## src/rtl/mem_arbiter.sv

```systemverilog
// Purpose : shares one 64-bit burst memory port between the I-cache and the D-cache at 256-bit line granularity.
// Latency : grant edge, then one edge per accepted beat (4), then a one-cycle DONE response; back-to-back grants are 2 cycles apart.
// Backpr. : bmem_resp=0 stalls the burst with every output held; the caches hold their request until their resp pulse.
//
// Ports:
//   clk, rst                     clock, asynchronous active-low reset
//   icache_read/address          I-cache line read request (held until icache_resp)
//   icache_rdata/resp            returned line and one-cycle completion pulse
//   dcache_read/write/address    D-cache line read or writeback request (held until dcache_resp)
//   dcache_wdata                 writeback line
//   dcache_rdata/resp            returned line and one-cycle completion pulse
//   bmem_read/write/address      burst command to memory, registered, constant for the whole burst
//   bmem_wdata                   current write beat
//   bmem_rdata/resp              current read beat / beat handshake from memory
module mem_arbiter #(
   parameter int LINE_W  = 256,
   parameter int BURST_W = 64,
   parameter int ADDR_W  = 32
) (
   input  logic                clk,
   input  logic                rst,
   input  logic                icache_read,
   input  logic [ADDR_W-1:0]   icache_address,
   output logic [LINE_W-1:0]   icache_rdata,
   output logic                icache_resp,
   input  logic                dcache_read,
   input  logic                dcache_write,
   input  logic [ADDR_W-1:0]   dcache_address,
   input  logic [LINE_W-1:0]   dcache_wdata,
   output logic [LINE_W-1:0]   dcache_rdata,
   output logic                dcache_resp,
   output logic                bmem_read,
   output logic                bmem_write,
   output logic [ADDR_W-1:0]   bmem_address,
   output logic [BURST_W-1:0]  bmem_wdata,
   input  logic [BURST_W-1:0]  bmem_rdata,
   input  logic                bmem_resp
);

   localparam int BEATS = LINE_W / BURST_W;
   localparam int CNT_W = $clog2(BEATS);
   // Clears the byte offset within a line so bursts are always line aligned.
   localparam logic [ADDR_W-1:0] LINE_MASK = ~ADDR_W'(LINE_W / 8 - 1);

   localparam logic [1:0] IDLE     = 2'd0;
   localparam logic [1:0] RD_BURST = 2'd1;
   localparam logic [1:0] WR_BURST = 2'd2;
   localparam logic [1:0] DONE     = 2'd3;

   logic [1:0]         state;
   logic [CNT_W-1:0]   cnt;
   logic [LINE_W-1:0]  line_buf;
   logic               grant_d;   // 1: current transfer belongs to the D-cache
   logic               last_d;    // 1: D-cache won the most recent grant
   logic               pend_i;
   logic               pend_d;
   logic               pick_d;
   logic               last_beat;
   logic [ADDR_W-1:0]  addr_sel;

   assign pend_i    = icache_read;
   assign pend_d    = dcache_read | dcache_write;
   assign last_beat = (cnt == CNT_W'(BEATS - 1));

   // Round robin only matters on a tie: the side that did not win last time goes first.
   always_comb begin
      pick_d = pend_d;
      if (pend_i && pend_d) begin
         pick_d = ~last_d;
      end
   end

   assign addr_sel = pick_d ? dcache_address : icache_address;

   always_ff @(posedge clk or negedge rst) begin
      if (!rst) begin
         state        <= IDLE;
         cnt          <= '0;
         line_buf     <= '0;
         grant_d      <= 1'b0;
         last_d       <= 1'b0;
         bmem_read    <= 1'b0;
         bmem_write   <= 1'b0;
         bmem_address <= '0;
      end else begin
         case (state)
            IDLE: begin
               if (pend_i || pend_d) begin
                  grant_d      <= pick_d;
                  last_d       <= pick_d;
                  cnt          <= '0;
                  bmem_address <= addr_sel & LINE_MASK;
                  // A write wins over a simultaneous (illegal) read on the D side.
                  if (pick_d && dcache_write) begin
                     line_buf   <= dcache_wdata;
                     bmem_write <= 1'b1;
                     state      <= WR_BURST;
                  end else begin
                     bmem_read  <= 1'b1;
                     state      <= RD_BURST;
                  end
               end
            end
            RD_BURST: begin
               if (bmem_resp) begin
                  line_buf[int'(cnt)*BURST_W +: BURST_W] <= bmem_rdata;
                  cnt <= cnt + 1'b1;
                  if (last_beat) begin
                     bmem_read <= 1'b0;
                     state     <= DONE;
                  end
               end
            end
            WR_BURST: begin
               if (bmem_resp) begin
                  cnt <= cnt + 1'b1;
                  if (last_beat) begin
                     bmem_write <= 1'b0;
                     state      <= DONE;
                  end
               end
            end
            DONE: begin
               state <= IDLE;
            end
            default: begin
               state <= IDLE;
            end
         endcase
      end
   end

   // Beat 0 is the lowest 64 bits of the line; the slice only follows cnt, so it is stable across wait states.
   assign bmem_wdata = (state == WR_BURST) ? line_buf[int'(cnt)*BURST_W +: BURST_W] : '0;

   // Both caches see the line buffer; the data is meaningful only while their resp is high.
   assign icache_rdata = line_buf;
   assign dcache_rdata = line_buf;
   assign icache_resp  = (state == DONE) && !grant_d;
   assign dcache_resp  = (state == DONE) &&  grant_d;

endmodule

```

## config.mk

```make
export PLATFORM = sky130hd
export DESIGN_NAME = mem_arbiter
export DESIGN_NICKNAME = d
export VERILOG_FILES = /design/src/rtl/mem_arbiter.sv
export SDC_FILE = /design/constraint.sdc
export NUM_CORES = 1
export LEC_CHECK = 0
export BUFFER_PORTS_ARGS = -buffer_cell sky130_fd_sc_hd__buf_2
export CAP_MARGIN = 10
export CORE_AREA = 2 2 386 388
export CTS_CLUSTER_SIZE = 25
export DETAILED_ROUTE_END_ITERATION = 7
export DIE_AREA = 0 0 388 390
export GPL_ROUTABILITY_DRIVEN = 0
export SYNTH_ARGS = -nofsm -noshare
export SYNTH_HDL_FRONTEND = slang
export SYNTH_SLANG_ARGS = --single-unit
```

## constraint.sdc

```tcl
create_clock -name clk -period 3 [get_ports clk]
set_input_delay 0.15 -clock clk [delete_from_list [all_inputs] [get_ports clk]]
set_output_delay 0.15 -clock clk [all_outputs]
set_load 0.01 [all_outputs]
```

==> reports/results.md <==
Run status
- outcome: complete, no violations

Global route
- wire length of the first global-routing pass: 182300 um
- global-route total usage across every layer: 0.1755
- initial antenna violation count: 60
- sum of overflow across all layers after global routing: 0
- via count of the first global-routing pass: 19960
- largest net degree at the start of global routing: 76

Worst setup path
- critical path capture point type: register
- CP bufs+invs: 3
- CP max stage cell: and3b_4
- Max Fanout on Critical Path: 35
- Critical Path Stages: 7
- largest stage delay on the critical path: 0.77 ns
- path depth of the worst reg2reg path: 7
- Reg2Reg Launch Point: cnt[0]$_DFFE_PN0P_
- slack of the worst reg-to-reg path: 0.004 ns
- CP Data Arrival Time: 3.52 ns
- endpoint required time on the critical path: 3.53 ns
- cell family contributing the most delay on the critical path: buffers and inverters
- Crit Path Category: register to register
- critical path launch point type: register
- cells along the critical path: inv_1, ha_4, and3b_4, buf_12, a32o_1, dlygate4sd3_1, mux2_2
- endpoint of the most critical register-to-register path: dcache_rdata[214]$_DFFE_PN0P_

Floorplan
- placeable core region: 0.1471 sq mm
- total die area: 0.1513 sq mm
- number of I/O pins: 1002
- floorplan row count: 141
- initial cell density of the core: 0.1295
- die boundary height: 390 um
- x dimension of the die: 388 um

Layout
- Net count, final: 3124
- Layout area overhead: 57.82%
- share of final-layout standard cells stronger than drive strength 1: 0.5114
- area of all placed cells without fillers: 0.03006 sq mm

Pwr
- Cell Int Power: 18520 uW
- fraction of power consumed by combinational cells: 0.611
- switching share of power: 0.5079
- Leakage: 0.01395 uW
- power density cells: 1252 mW/mm^2
- clock power share: 0.138
- worst vdd ir: 1.658 mV
- power share of the sequential group: 0.251
- switching power: 19110 uW

Hold path
- sink of the worst hold path: dcache_rdata[24]$_DFFE_PN0P_
- class of the worst hold path: primary input to register
- worst hold path startpoint: bmem_rdata[24]
- Worst Hold Path Cells: 3

Synth
- mean instance size in the synthesized netlist: 11.63 sq um
- Synth Cell Area: 0.01905 sq mm
- Ys Warns: 0
- register bit count reported by yosys: 290
- number of different library cells in the post-synthesis netlist: 45
- proportion of register bits with asynchronous set or reset after synthesis: 1.000
- Gate Count Post-Synth: 1638
- Post-synth EDFFs: 0
- most used flip-flop cell after synthesis: dfrtp_1
- sequential fraction of the synthesis area: 0.3810

Timing
- worst rel slew slack: 0.3494
- share of the clock period used by the worst path: 0.9985
- accumulated negative setup slack: 0 ns
- final setup margin: 0.004397 ns
- maximum achievable frequency: 0.3338 GHz
- Hold Slack: 0.05805 ns
- final setup violation count: 0
- number of hold violations in the final report: 0
- final number of max-transition violations: 0
- min cycle time layout: 2.996 ns
- clock skew after layout: 0.02012 ns
- transition at the pin with the smallest max-transition slack: 0.9760 ns

Place
- dpl ws: 0.4734 ns
- number of buffers inserted by port buffering: 986
- post-DP HPWL: 107500 um
- Placed Instance Area: 0.02457 sq mm

Detailed routing
- detailed-route DRC error count: 0
- drt pass-1 iters: 5
- ratio of routed vias to standard cells: 4.386
- average wire length per cell after detail routing: 29.83 um
- remaining number of nets flagged by the antenna check after routing: 0
- drt first-iter violations: 1853
- routed vias: 20670
- total wirelength of the detailed-routed design: 140600 um

Clock network
- clock tree from TritonCTS: built
- clock latency on the worst-skew pair: 0.59 ns
- largest buffer count on any clock path: 3
- TritonCTS sink count: 290
- number of buffers created by CTS: 38
- CTS clk-pin slew, worst paths: 0.07 ns
- CTS Root Cell: clkbuf_16
- htree depth: 2

Run
- total of max-cap violations: 0

worst max path at each step:
stage                  startpoint                             to  slack, ns
6_report       cnt[0]$_DFFE_PN0P_  dcache_rdata[214]$_DFFE_PN0P_      0.004
5_1_grt        cnt[0]$_DFFE_PN0P_  dcache_rdata[215]$_DFFE_PN0P_     -0.001
4_1_cts        cnt[0]$_DFFE_PN0P_                 bmem_wdata[35]       0.02
3_5_place_dp   cnt[1]$_DFFE_PN0P_  dcache_rdata[153]$_DFFE_PN0P_       0.47
3_3_place_gp   cnt[0]$_DFFE_PN0P_  dcache_rdata[199]$_DFFE_PN0P_       0.50
2_1_floorplan  cnt[0]$_DFFE_PN0P_  dcache_rdata[132]$_DFFE_PN0P_       0.51
sequential cells by signal, indices dropped and copies added, names as in the netlist:
signal        cells
bmem_address     27
bmem_read         1
bmem_write        1
cnt               2
dcache_rdata    256
last_d            1
state             2
through the flow:
stage                     instances  power (uW)    util
final                          4712       37640  0.2043
after global routing           4695       38900  0.2040
after CTS                      4679       37190  0.2034
after detailed placement       4211       30900  0.1670
after global placement         4211       30630  0.1670
after floorplan                1642       20890       -
cells in the mapped netlist (2+ instances only):
master	count	share of area
buf_4	261	0.10
nand2b_1	6	0.0020
mux2_1	59	0.035
nor2b_1	72	0.024
a21oi_1	5	0.0013
o2bb2ai_1	65	0.030
a31o_2	2	0.00092
a221o_1	2	0.0011
dfrtp_1	290	0.38
nand2_1	32	0.0063
clkbuf_1	106	0.021
inv_1	6	0.0012
o22ai_1	2	0.00066
clkbuf_2	2	0.00053
buf_1	10	0.0020
ha_1	9	0.0059
mux2_2	197	0.12
a22oi_4	4	0.0045
a41o_1	64	0.034
buf_2	16	0.0042
and3_1	2	0.00066
nand3b_1	2	0.00079
mux2i_1	27	0.014
nor2_1	2	0.00039
and2_1	65	0.021
nor3_1	2	0.00053
o21ai_0	30	0.0079
nand3_1	69	0.018
buf_6	25	0.015
a32o_1	126	0.066
mux4_2	64	0.076
cells by family after synthesis:
| kind of cell | after synthesis | share of synthesized area |
|---|---|---|
| buffers and inverters | 427 | 0.1466 |
| multiplexers | 347 | 0.2412 |
| AO/OA/AOI/OAI | 308 | 0.1498 |
| flip-flops | 290 | 0.3810 |
| AND/OR/NAND/NOR | 256 | 0.07534 |
| adder cells (fa/ha/maj) | 9 | 0.005912 |
| other | 1 | 0.0001969 |
repair_timing:
item,4_1_cts,5_1_grt
hold buffers,398,0
endpoints found under the setup margin,0,23
setup buffers,0,5
hold endpoints to repair,334,0
resized for setup,0,2
cell usage in the layout (no fill, tap or decap), types with 3 or more instances in the layout:
cell type	instances
a21oi_1	5
ha_4	6
nor2b_4	3
dlygate4sd3_1	398
mux2_1	59
o21ai_0	30
clkbuf_8	6
a22oi_4	4
buf_2	985
mux2i_1	27
mux2_2	197
dfrtp_1	288
bufinv_16	6
mux4_2	64
diode_2	27
a41o_1	64
buf_4	59
conb_1	5
a32o_1	126
o2bb2ai_1	64
and2_1	65
ha_1	3
clkbuf_16	41
buf_12	19
nand3_1	69
clkinv_2	5
nor2b_1	69
nand2b_1	6
nand2_1	32
inv_1	6
clkbuf_1	10
cell type report:
cell class              count  area [sq um]
inverters                   7         33.78
flip-flops and latches    290          7264
fillers                 15960        117100
multi-input cells         926          9163
clock inverters            13         221.5
clock buffers              57          1146
well taps                1930          2415
repair buffers           1462          9752
diodes                     27         67.56
worst min-delay path: stages:
cell	delay, ns
buf_2	0.18
a32o_1	0.17
mux2_1	0.11
per-layer routing:
| layer | part of all wire | GRT usage | wire length [um] | up-vias |
|---|---|---|---|---|
| met4 | 0.046 | 0.06961 | 6493 | 6 |
| li1 | - | - | - | 8136 |
| met3 | 0.12 | 0.07087 | 17220 | 372 |
| met5 | 0.00031 | 0 | 44 | - |
| met2 | 0.44 | 0.2671 | 61310 | 1763 |
| met1 | 0.39 | 0.2198 | 55520 | 10390 |
power groups by stage:
| stage | Clock [uW] | Combinational, uW | Sequential (uW) |
|---|---|---|---|
| 2_1_floorplan | 0 | 12600 | 8300 |
| 3_3_place_gp | 0 | 21400 | 9240 |
| 3_5_place_dp | 0 | 21600 | 9300 |
| 4_1_cts | 5340 | 22600 | 9250 |
| 5_1_grt | 5450 | 23900 | 9540 |
| 6_report | 5190 | 23000 | 9450 |
Power figures use the tool's default switching activity.
